**config.mk**
```make
export PLATFORM = sky130hd
export DESIGN_NAME = spmp_entry_match
export DESIGN_NICKNAME = d
export VERILOG_FILES = /design/src/rtl/spmp_pkg.sv /design/src/rtl/spmp_entry_match.sv
export SDC_FILE = /design/constraint.sdc
export NUM_CORES = 1
export LEC_CHECK = 0
export ABC_AREA = 1
export CORE_MARGIN = 2
export CORE_UTILIZATION = 55
export DETAILED_ROUTE_END_ITERATION = 6
export PLACE_DENSITY = 0.91
export SYNTH_ARGS = -nofsm -noshare
export SYNTH_HDL_FRONTEND = slang
export SYNTH_SLANG_ARGS = --single-unit
```
**constraint.sdc**
```tcl
create_clock -name vclk -period 2.33
set_input_delay 0.233 -clock vclk [all_inputs]
set_output_delay 0.233 -clock vclk [all_outputs]
set_load 0.03 [all_outputs]
```
**src/rtl/spmp_pkg.sv**
```systemverilog
// Shared SPMP types: cfg byte layout, address-match modes, access kinds and checker FSM states.
package spmp_pkg;

    localparam int unsigned CfgW    = 8;
    localparam int unsigned CfgRBit = 0;
    localparam int unsigned CfgWBit = 1;
    localparam int unsigned CfgXBit = 2;
    localparam int unsigned CfgSBit = 7;

    typedef enum logic [1:0] {
        SPMP_OFF   = 2'd0,
        SPMP_TOR   = 2'd1,
        SPMP_NA4   = 2'd2,
        SPMP_NAPOT = 2'd3
    } spmp_mode_e;

    typedef enum logic [1:0] {
        SPMP_ACC_READ  = 2'd0,
        SPMP_ACC_WRITE = 2'd1,
        SPMP_ACC_EXEC  = 2'd2
    } spmp_acc_e;

    typedef enum logic [1:0] {
        ST_IDLE = 2'd0,
        ST_SCAN = 2'd1,
        ST_RESP = 2'd2
    } spmp_state_e;

    typedef struct packed {
        logic       s;
        logic [1:0] reserved;
        spmp_mode_e a;
        logic       x;
        logic       w;
        logic       r;
    } spmp_cfg_t;

    // Grant for a matched entry: privilege must equal the S bit and the access kind must be enabled.
    function automatic logic spmp_allow(input spmp_cfg_t cfg, input logic [1:0] acc,
                                        input logic priv_s);
        logic [CfgW-1:0] raw;
        logic            perm;
        raw = cfg;
        case (acc)
            SPMP_ACC_READ:  perm = raw[CfgRBit];
            SPMP_ACC_WRITE: perm = raw[CfgWBit];
            SPMP_ACC_EXEC:  perm = raw[CfgXBit];
            default:        perm = 1'b0;
        endcase
        return perm && (raw[CfgSBit] == priv_s);
    endfunction

endpackage

```
**src/rtl/spmp_entry_match.sv**
```systemverilog
// Combinational address matcher for one SPMP entry (OFF / TOR / NA4 / NAPOT).
module spmp_entry_match
    import spmp_pkg::*;
#(
    parameter int unsigned AW = 54
) (
    input  logic [AW-1:0] a_i,
    input  spmp_cfg_t     cfg_i,
    input  logic [AW-1:0] addr_cur_i,
    input  logic [AW-1:0] addr_prev_i,
    output logic          match_o
);

    logic [AW-1:0] napot_care;
    logic          unused_cfg;

    // Bits 0..t (trailing ones plus the first zero) are don't-care; all-ones wraps to care == 0.
    assign napot_care = ~(addr_cur_i ^ (addr_cur_i + AW'(1)));
    assign unused_cfg = ^{cfg_i.s, cfg_i.reserved, cfg_i.x, cfg_i.w, cfg_i.r};

    always_comb begin
        match_o = 1'b0;
        case (cfg_i.a)
            SPMP_TOR:   match_o = (addr_prev_i < addr_cur_i) && (a_i >= addr_prev_i)
                                  && (a_i < addr_cur_i);
            SPMP_NA4:   match_o = (a_i == addr_cur_i);
            SPMP_NAPOT: match_o = ((a_i ^ addr_cur_i) & napot_care) == '0;
            default:    match_o = 1'b0;
        endcase
    end

endmodule

```
==> flow_results.org, run 1 <==
** Outcome
- Result of the run :: stopped before the end
- The run ended at global routing (5_1_grt).
- The tool reported: "[ERROR GRT-0232] Routing congestion too high. Check the congestion heatmap in the GUI".

** STA
- After the last repair the worst path ends at an output port.
- Last worst endpoint in the global-route repair_timing :: match_o

** Logic synthesis
- Share of synthesized area occupied by flip-flops and latches :: 0%
- After synthesis, the largest area contributor takes up 34.48% of total cell area.
- Post-synth cell types :: 23
- The largest total area in the synthesized netlist belongs to ha_1.
- By instance count, the leading cell after synthesis is nand2_1.
- In this run the mean area of a mapped cell was 5.378 µm².
- Count of mapped cells out of synthesis :: 1093
- Synthesized netlist net count :: 1425
- Netlist Area Pre-Place :: 5878 µm²
- The Yosys step of the flow raised 0 warnings.
- Leading cell types by total area after synthesis :: ha_1 34%, nand2_1 25%, inv_1 14%
- Top cells by instance count after synthesis :: 385 x nand2_1, 223 x inv_1, 162 x ha_1

** Placed design
- I/O Buffers :: approximately 170
- Estimated wirelength of the detail-placed design :: 18.54 mm
- Once placement completed, the tool counted placed cells totaling 1513.
- Pre-CTS WS :: -0.4240 ns
- The congestion estimate from routability-driven global placement came to approximately 1.1.

** Die
- The initialized floorplan defines 37 standard-cell rows.
- From bottom edge to top edge, the die measures 107.4 µm.
- I/O pin count :: 171
- For this configuration, the core starts out at a cell density of 56.68%.
- Die X :: 107.4 µm

** Global routing
- Global routing finished with a remaining overflow of about 250.
- Pin count of the biggest net entering global routing :: 8
- For this run, the total global-route usage over all layers was measured as between 80% and 90%.
[per-layer routing]
metal  track usage (%)  overflow
met4             96.52        93
met1             76.72         3
met5             24.29         0
met2             101.7       144
met3             72.34         9
[what timing repair did]
item / in CTS
pin swaps: 129
setup endpoints to repair: 1
buffers inserted: 8
hold buffers: 0
gates resized for setup: 393
[through the flow]
step / instance area (µm²) / TNS, ns / util, %
CTS: 9592 / 0 / 92.50
detailed placement: 8591 / -0.4240 / 82.84
global placement: 8591 / -0.4036 / 82.84
floorplan: 5878 / 0 / -
[cell families after synthesis]
kind of cell	Yosys count	share of synthesized area, %
and+or+nand+nor	612	42.04
buffers and inverters	225	14.37
adders and majority gates	162	34.48
AOI/OAI and AO/OA	94	9.110
==> run 2: changes to the inputs <==
--- a/config.mk
+++ b/config.mk
@@ -7,9 +7,9 @@
 export LEC_CHECK = 0
 export ABC_AREA = 1
 export CORE_MARGIN = 2
-export CORE_UTILIZATION = 55
+export CORE_UTILIZATION = 40
 export DETAILED_ROUTE_END_ITERATION = 6
-export PLACE_DENSITY = 0.91
+export PLACE_DENSITY_LB_ADDON = 0.15
 export SYNTH_ARGS = -nofsm -noshare
 export SYNTH_HDL_FRONTEND = slang
 export SYNTH_SLANG_ARGS = --single-unit
==> run 2 against run 1 <==
Compared with the run above: synthesized area unchanged; the run now ends clean; synthesized cell count did not move.
==> flow_results.org, run 2 <==
** Route
- After detailed routing, the number of remaining DRC violations is 0.
- Mean routed wirelength per cell :: 14.42 µm
- Number of detailed-routing iterations run before antenna repair :: 5
- In this run the remaining antenna-violating nets after routing total 0.
- Wire length reported by the detailed router :: 22.95 mm
- Count of vias placed by the detailed router :: about 7900
- The detailed router finished its first iteration with 323 violations.
- Via density per instance :: 4.974

** Layout
- From synthesis to final layout, the design area changed by 78.80%.
- Most frequent cells in the layout :: 295 x nand2_1, 172 x inv_1, 138 x buf_4, 88 x ha_4, 77 x nand2_2
- Leaving out fill and tap cells, the most frequent cell in the layout is nand2_1.
- For this run, the post-layout net count is 1742.
- Diodes inserted :: 0
- With fillers left out, the area of the finished cells amounts to 10510 µm².
- Sequential cell area :: 0 µm²
- Clock buffer cells :: 0
- Fraction of final layout cells with drive strength greater than 1 :: 42.05%
- Num sequential :: 0

** Logic synthesis
- Count of mapped cells out of synthesis :: 1093 (unchanged)
- The mean post-synth cell area came to 5.378 µm² (unchanged).
- Yosys attributes the largest share of cell area to ha_1 34%, nand2_1 25%, inv_1 14%.
- The most common cell in the synthesized netlist is nand2_1.
- Post-synth cell types :: 23 (unchanged)
- The number of nets produced by synthesis is 1425 (unchanged).
- Synthesis warning total :: 0 (unchanged)
- Top cells by instance count after synthesis :: 385 x nand2_1, 223 x inv_1, 162 x ha_1
- Share of synthesized area occupied by flip-flops and latches :: 0% (unchanged)
- The post-synthesis instance area was 5878 µm² (unchanged).
- Area share of the leading cell type in the synthesized netlist :: 34.48% (unchanged)
- Dominant cell type by area after synthesis :: ha_1

** Power
- Sequential cells burn 0% of the power.
- Int Power :: ~0.88 mW
- IR analysis of the VDD net gives a maximum drop of 98.52 µV.
- Power per cell area :: around 170 nW/µm²
- In this run, the clock network consumes 0% of the power.
- Summed over all cells, the static leakage comes to 5.443 nW.
- After layout, the design draws a total of 1.822 mW.
- Reported net switching power :: 0.9435 mW
- Switching share of total power :: 51.77%
- Share of total power in combinational logic :: 100.0%

** STA
- In the finished design, the share of the clock period the worst path needs comes to 98.71%.
- Worst Max-Slew Pin Slew :: about 0.28 ns
- The final max-slew violation count was 0.
- Period minus WS final :: ~2.3 ns
- Setup violations remaining at the end of the flow were counted as 0.
- Fmax achieved :: 0.4348 GHz
- The number of hold-slack violations in the final timing report was 0.
- Worst slew slack as a fraction of its limit :: 81.20%

** Die
- The die width came to 125.2 µm (+17%).
- The total I/O pin count was 171 (unchanged).
- Core Box Area :: 14420 µm²
- Die Y :: 125.2 µm (+17%)
- Site row count :: 44 (+19%)
- The starting utilization of the core area came to 40.75% (-16 points).
- Area of the die :: 15680 µm²

** Setup path
- Crit-path max cell delay :: ~0.28 ns
- Crit path buffers/inverters :: 4
- Critical Path Fanout Max :: 2
- The cell family contributing the most delay on the critical path is simple AND/OR/NAND/NOR gates.
- For the worst setup path, the data arrival time is 2.07 ns.
- Among the stages of the critical path, the cell type that occurs most often is buf_4.
- The worst setup path is of the in2out kind.
- Traced cell by cell, the critical path runs through dlygate4sd2_1 -> ha_4 -> buf_4 -> buf_4 -> o21bai_1 -> nand2_1 -> nor2_1 -> nand2_2 -> nor3_2 -> nand3_1 -> a21oi_2 -> buf_6.
- STA puts the critical path data required time at 2.10 ns.
- The worst setup path is captured at an output pin.
- Critical-path top delay cell :: ha_4
- CP startpoint kind :: input pin

** Global routing
- For this run the aggregate overflow at the end of global routing stands at 0.
- Pin count of the biggest net entering global routing :: 7
- The first global-routing pass estimated between 30 and 40 mm of wire.
- Total Routing Usage GR :: around a quarter
- Initial antenna violation count :: 0
- Vias in the first global route :: between 7000 and 8000

** Clock tree
- Hold buffers post-CTS :: 0 (unchanged)

** Outcome
- The run finished with clean final reports.

** Worst hold path
- Worst hold path type :: in2out

** Placed design
- The half-perimeter wire length after placement was 17.50 mm (-5.6%).
- Global placer's final weighted congestion :: 0.9698 (-9.1%)
- The port buffer count was 165 (unchanged).
- The cell area after placement was 8681 µm² (+1.0%).

** Job
- Maxcap violations :: 0
[run 2: cell counts after synthesis]
No cell type changed its count.
[run 2: path summary, 6_finish.rpt]
path	startpoint	to	slack, ns	cells past startpoint
worst max-delay path	a_i[16]	match_o	0.03	12
worst min-delay path	cfg_i[4]	match_o	1.30	6
[run 2: layout make-up]
class / count / area, µm²
fill: 1200 / 3914
inverter: 225 / 847.1
multi-input combinational: 868 / 7009
tap: 184 / 230.2
timing repair buffer: 315 / 2424
[run 2: stage by stage]
stage	setup WS, ns	setup TNS [ns]	util [%]	cells	hold slack, ns
final	0.02998	0	72.87	1592	1.301
after floorplan	0.2440	0	-	1093	0.7014
after CTS	0.0003162	0	68.28	1582	1.264
after detailed placement	-0.4483	-0.4483	60.18	1565	1.295
after global routing	-0.1094	-0.1094	72.87	1592	1.349
after global placement	-0.4617	-0.4617	60.18	1565	1.297
[run 2: what timing repair did]
item                                    4_1_cts  5_1_grt
buffers inserted                             17       10
resized for setup                           466      314
endpoints found under the setup margin        1        1
pin swaps                                   154      145
[run 2: worst min-delay path, cell delays in order]
cell	delay [ns]
clkdlybuf4s50_1	0.47
inv_1	0.08
nand2_1	0.05
nand2_1	0.07
a21oi_2	0.05
buf_6	0.13
[run 2: cells by family after synthesis]
| kind of cell | after synthesis | share of synthesized area (%) |
|---|---|---|
| adder cells (fa/ha/maj) | 162 | 34.48 |
| AND/OR/NAND/NOR | 612 | 42.04 |
| AO/OA/AOI/OAI | 94 | 9.110 |
| buffers and inverters | 225 | 14.37 |
[run 2: routing by layer]
layer / part of all wire (%) / vias up / wire, µm / global-route usage, %
met3: 4.5 / 44 / 1024 / 1.626
met5: 0 / - / 0 / 0
met4: 2.1 / 0 / 477 / 4.837
met2: 50 / 231 / 11390 / 47.57
met1: 44 / 3590 / 10060 / 34.26
li1: - / 4054 / - / -
[run 2: power by group through the flow]
| stage | sequential [mW] | clock (mW) | combinational, mW |
|---|---|---|---|
| 5_1_grt | 0 | 0 | 2.02 |
| 3_3_place_gp | 0 | 0 | 1.41 |
| 4_1_cts | 0 | 0 | 1.60 |
| 2_1_floorplan | 0 | 0 | 0.690 |
| 6_report | 0 | 0 | 1.82 |
| 3_5_place_dp | 0 | 0 | 1.43 |
Note: power is estimated with default switching activity, not from simulation.
==> run 3: changes to the inputs <==
--- a/config.mk
+++ b/config.mk
@@ -6,9 +6,11 @@
 export NUM_CORES = 1
 export LEC_CHECK = 0
 export ABC_AREA = 1
+export ABC_CLOCK_PERIOD_IN_PS = 2330
 export CORE_MARGIN = 2
-export CORE_UTILIZATION = 40
+export CORE_UTILIZATION = 55
 export DETAILED_ROUTE_END_ITERATION = 6
+export GPL_ROUTABILITY_DRIVEN = 1
 export PLACE_DENSITY_LB_ADDON = 0.15
 export SYNTH_ARGS = -nofsm -noshare
 export SYNTH_HDL_FRONTEND = slang
==> run 3 against run 2 <==
Compared with the run above: the run now fails in global routing (5_1_grt); synthesized area stayed put; synthesized cell count stayed put.
==> flow_results.org, run 3 <==
** Global routing
- GRT Residual Overflow :: 18
- Vias in the first global route :: roughly 12000
- Total Routing Usage GR :: between 70 and 80%
- Pin count of the biggest net entering global routing :: 6
- Wire length of the first global-routing pass :: 63.68 mm

** Logic synthesis
- ha_1 takes more of the synthesized area than any other cell.
- Synthesis warning total :: 0 (unchanged)
- Netlist Area Pre-Place :: 5878 µm² (unchanged)
- Most used standard cell by instance count after synthesis :: nand2_1
- Top cells by instance count after synthesis :: 385 x nand2_1, 223 x inv_1, 162 x ha_1
- Leading cell types by total area after synthesis :: ha_1 34%, nand2_1 25%, inv_1 14%
- The mean post-synth cell area is 5.378 µm² (unchanged).
- The gate count after technology mapping was 1093 (unchanged).
- Area share of the leading cell type in the synthesized netlist :: 34.48% (unchanged)
- Post-synth cell types :: 23 (unchanged)
- Synthesized netlist net count :: 1425 (unchanged)
- The sequential share of the synthesized area is 0% (unchanged).

** Die
- The die width came to 107.4 µm (-14%).
- Initial core utilization :: 56.68% (+16 points)
- Die Y :: 107.4 µm (-14%)
- I/O pin count :: 171 (unchanged)
- Site row count :: 37 (-16%)

** Clock tree
- The hold-fix buffer count after cts was 0 (unchanged).

** Placed design
- The routability congestion estimate from global placement is 1.029 (+6.1%).
- I/O Buffers :: 165 (unchanged)
- The half-perimeter wire length after placement was 19.07 mm (+9.0%).

** Outcome
- The run stopped with a tool error.
- The first error in the log reads "[ERROR GRT-0116] Global routing finished with congestion. Check the congestion regions in the DRC Viewer".
- It got as far as global routing (5_1_grt) and failed there.
run 3: routing by layer:
layer	track usage, %	overflow
met3	59.81	0
met2	90.96	12
met1	67.69	0
met4	73.08	6
met5	27.62	0
run 3: what timing repair did:
action,in CTS
buffers inserted,21
resized for setup,430
cloned,0
setup endpoints to repair,1
pin swaps,128
run 3: through the flow:
| stage | instances | utilization [%] | setup WS, ns | hold WS [ns] | cell area [µm²] |
|---|---|---|---|---|---|
| 2_1_floorplan | 1093 | - | 0.2440 | 0.7014 | 5878 |
| 4_1_cts | 1547 | 95.97 | 0.00002731 | 1.255 | 9952 |
| 3_3_place_gp | 1526 | 83.78 | -0.4695 | 1.281 | 8688 |
| 3_5_place_dp | 1526 | 83.78 | -0.5296 | 1.282 | 8688 |
run 3: cells by family after synthesis:
kind of cell / Yosys count / share of synthesized area, %
AOI/OAI and AO/OA: 94 / 9.110
adders and majority gates: 162 / 34.48
buffers and inverters: 225 / 14.37
and+or+nand+nor: 612 / 42.04
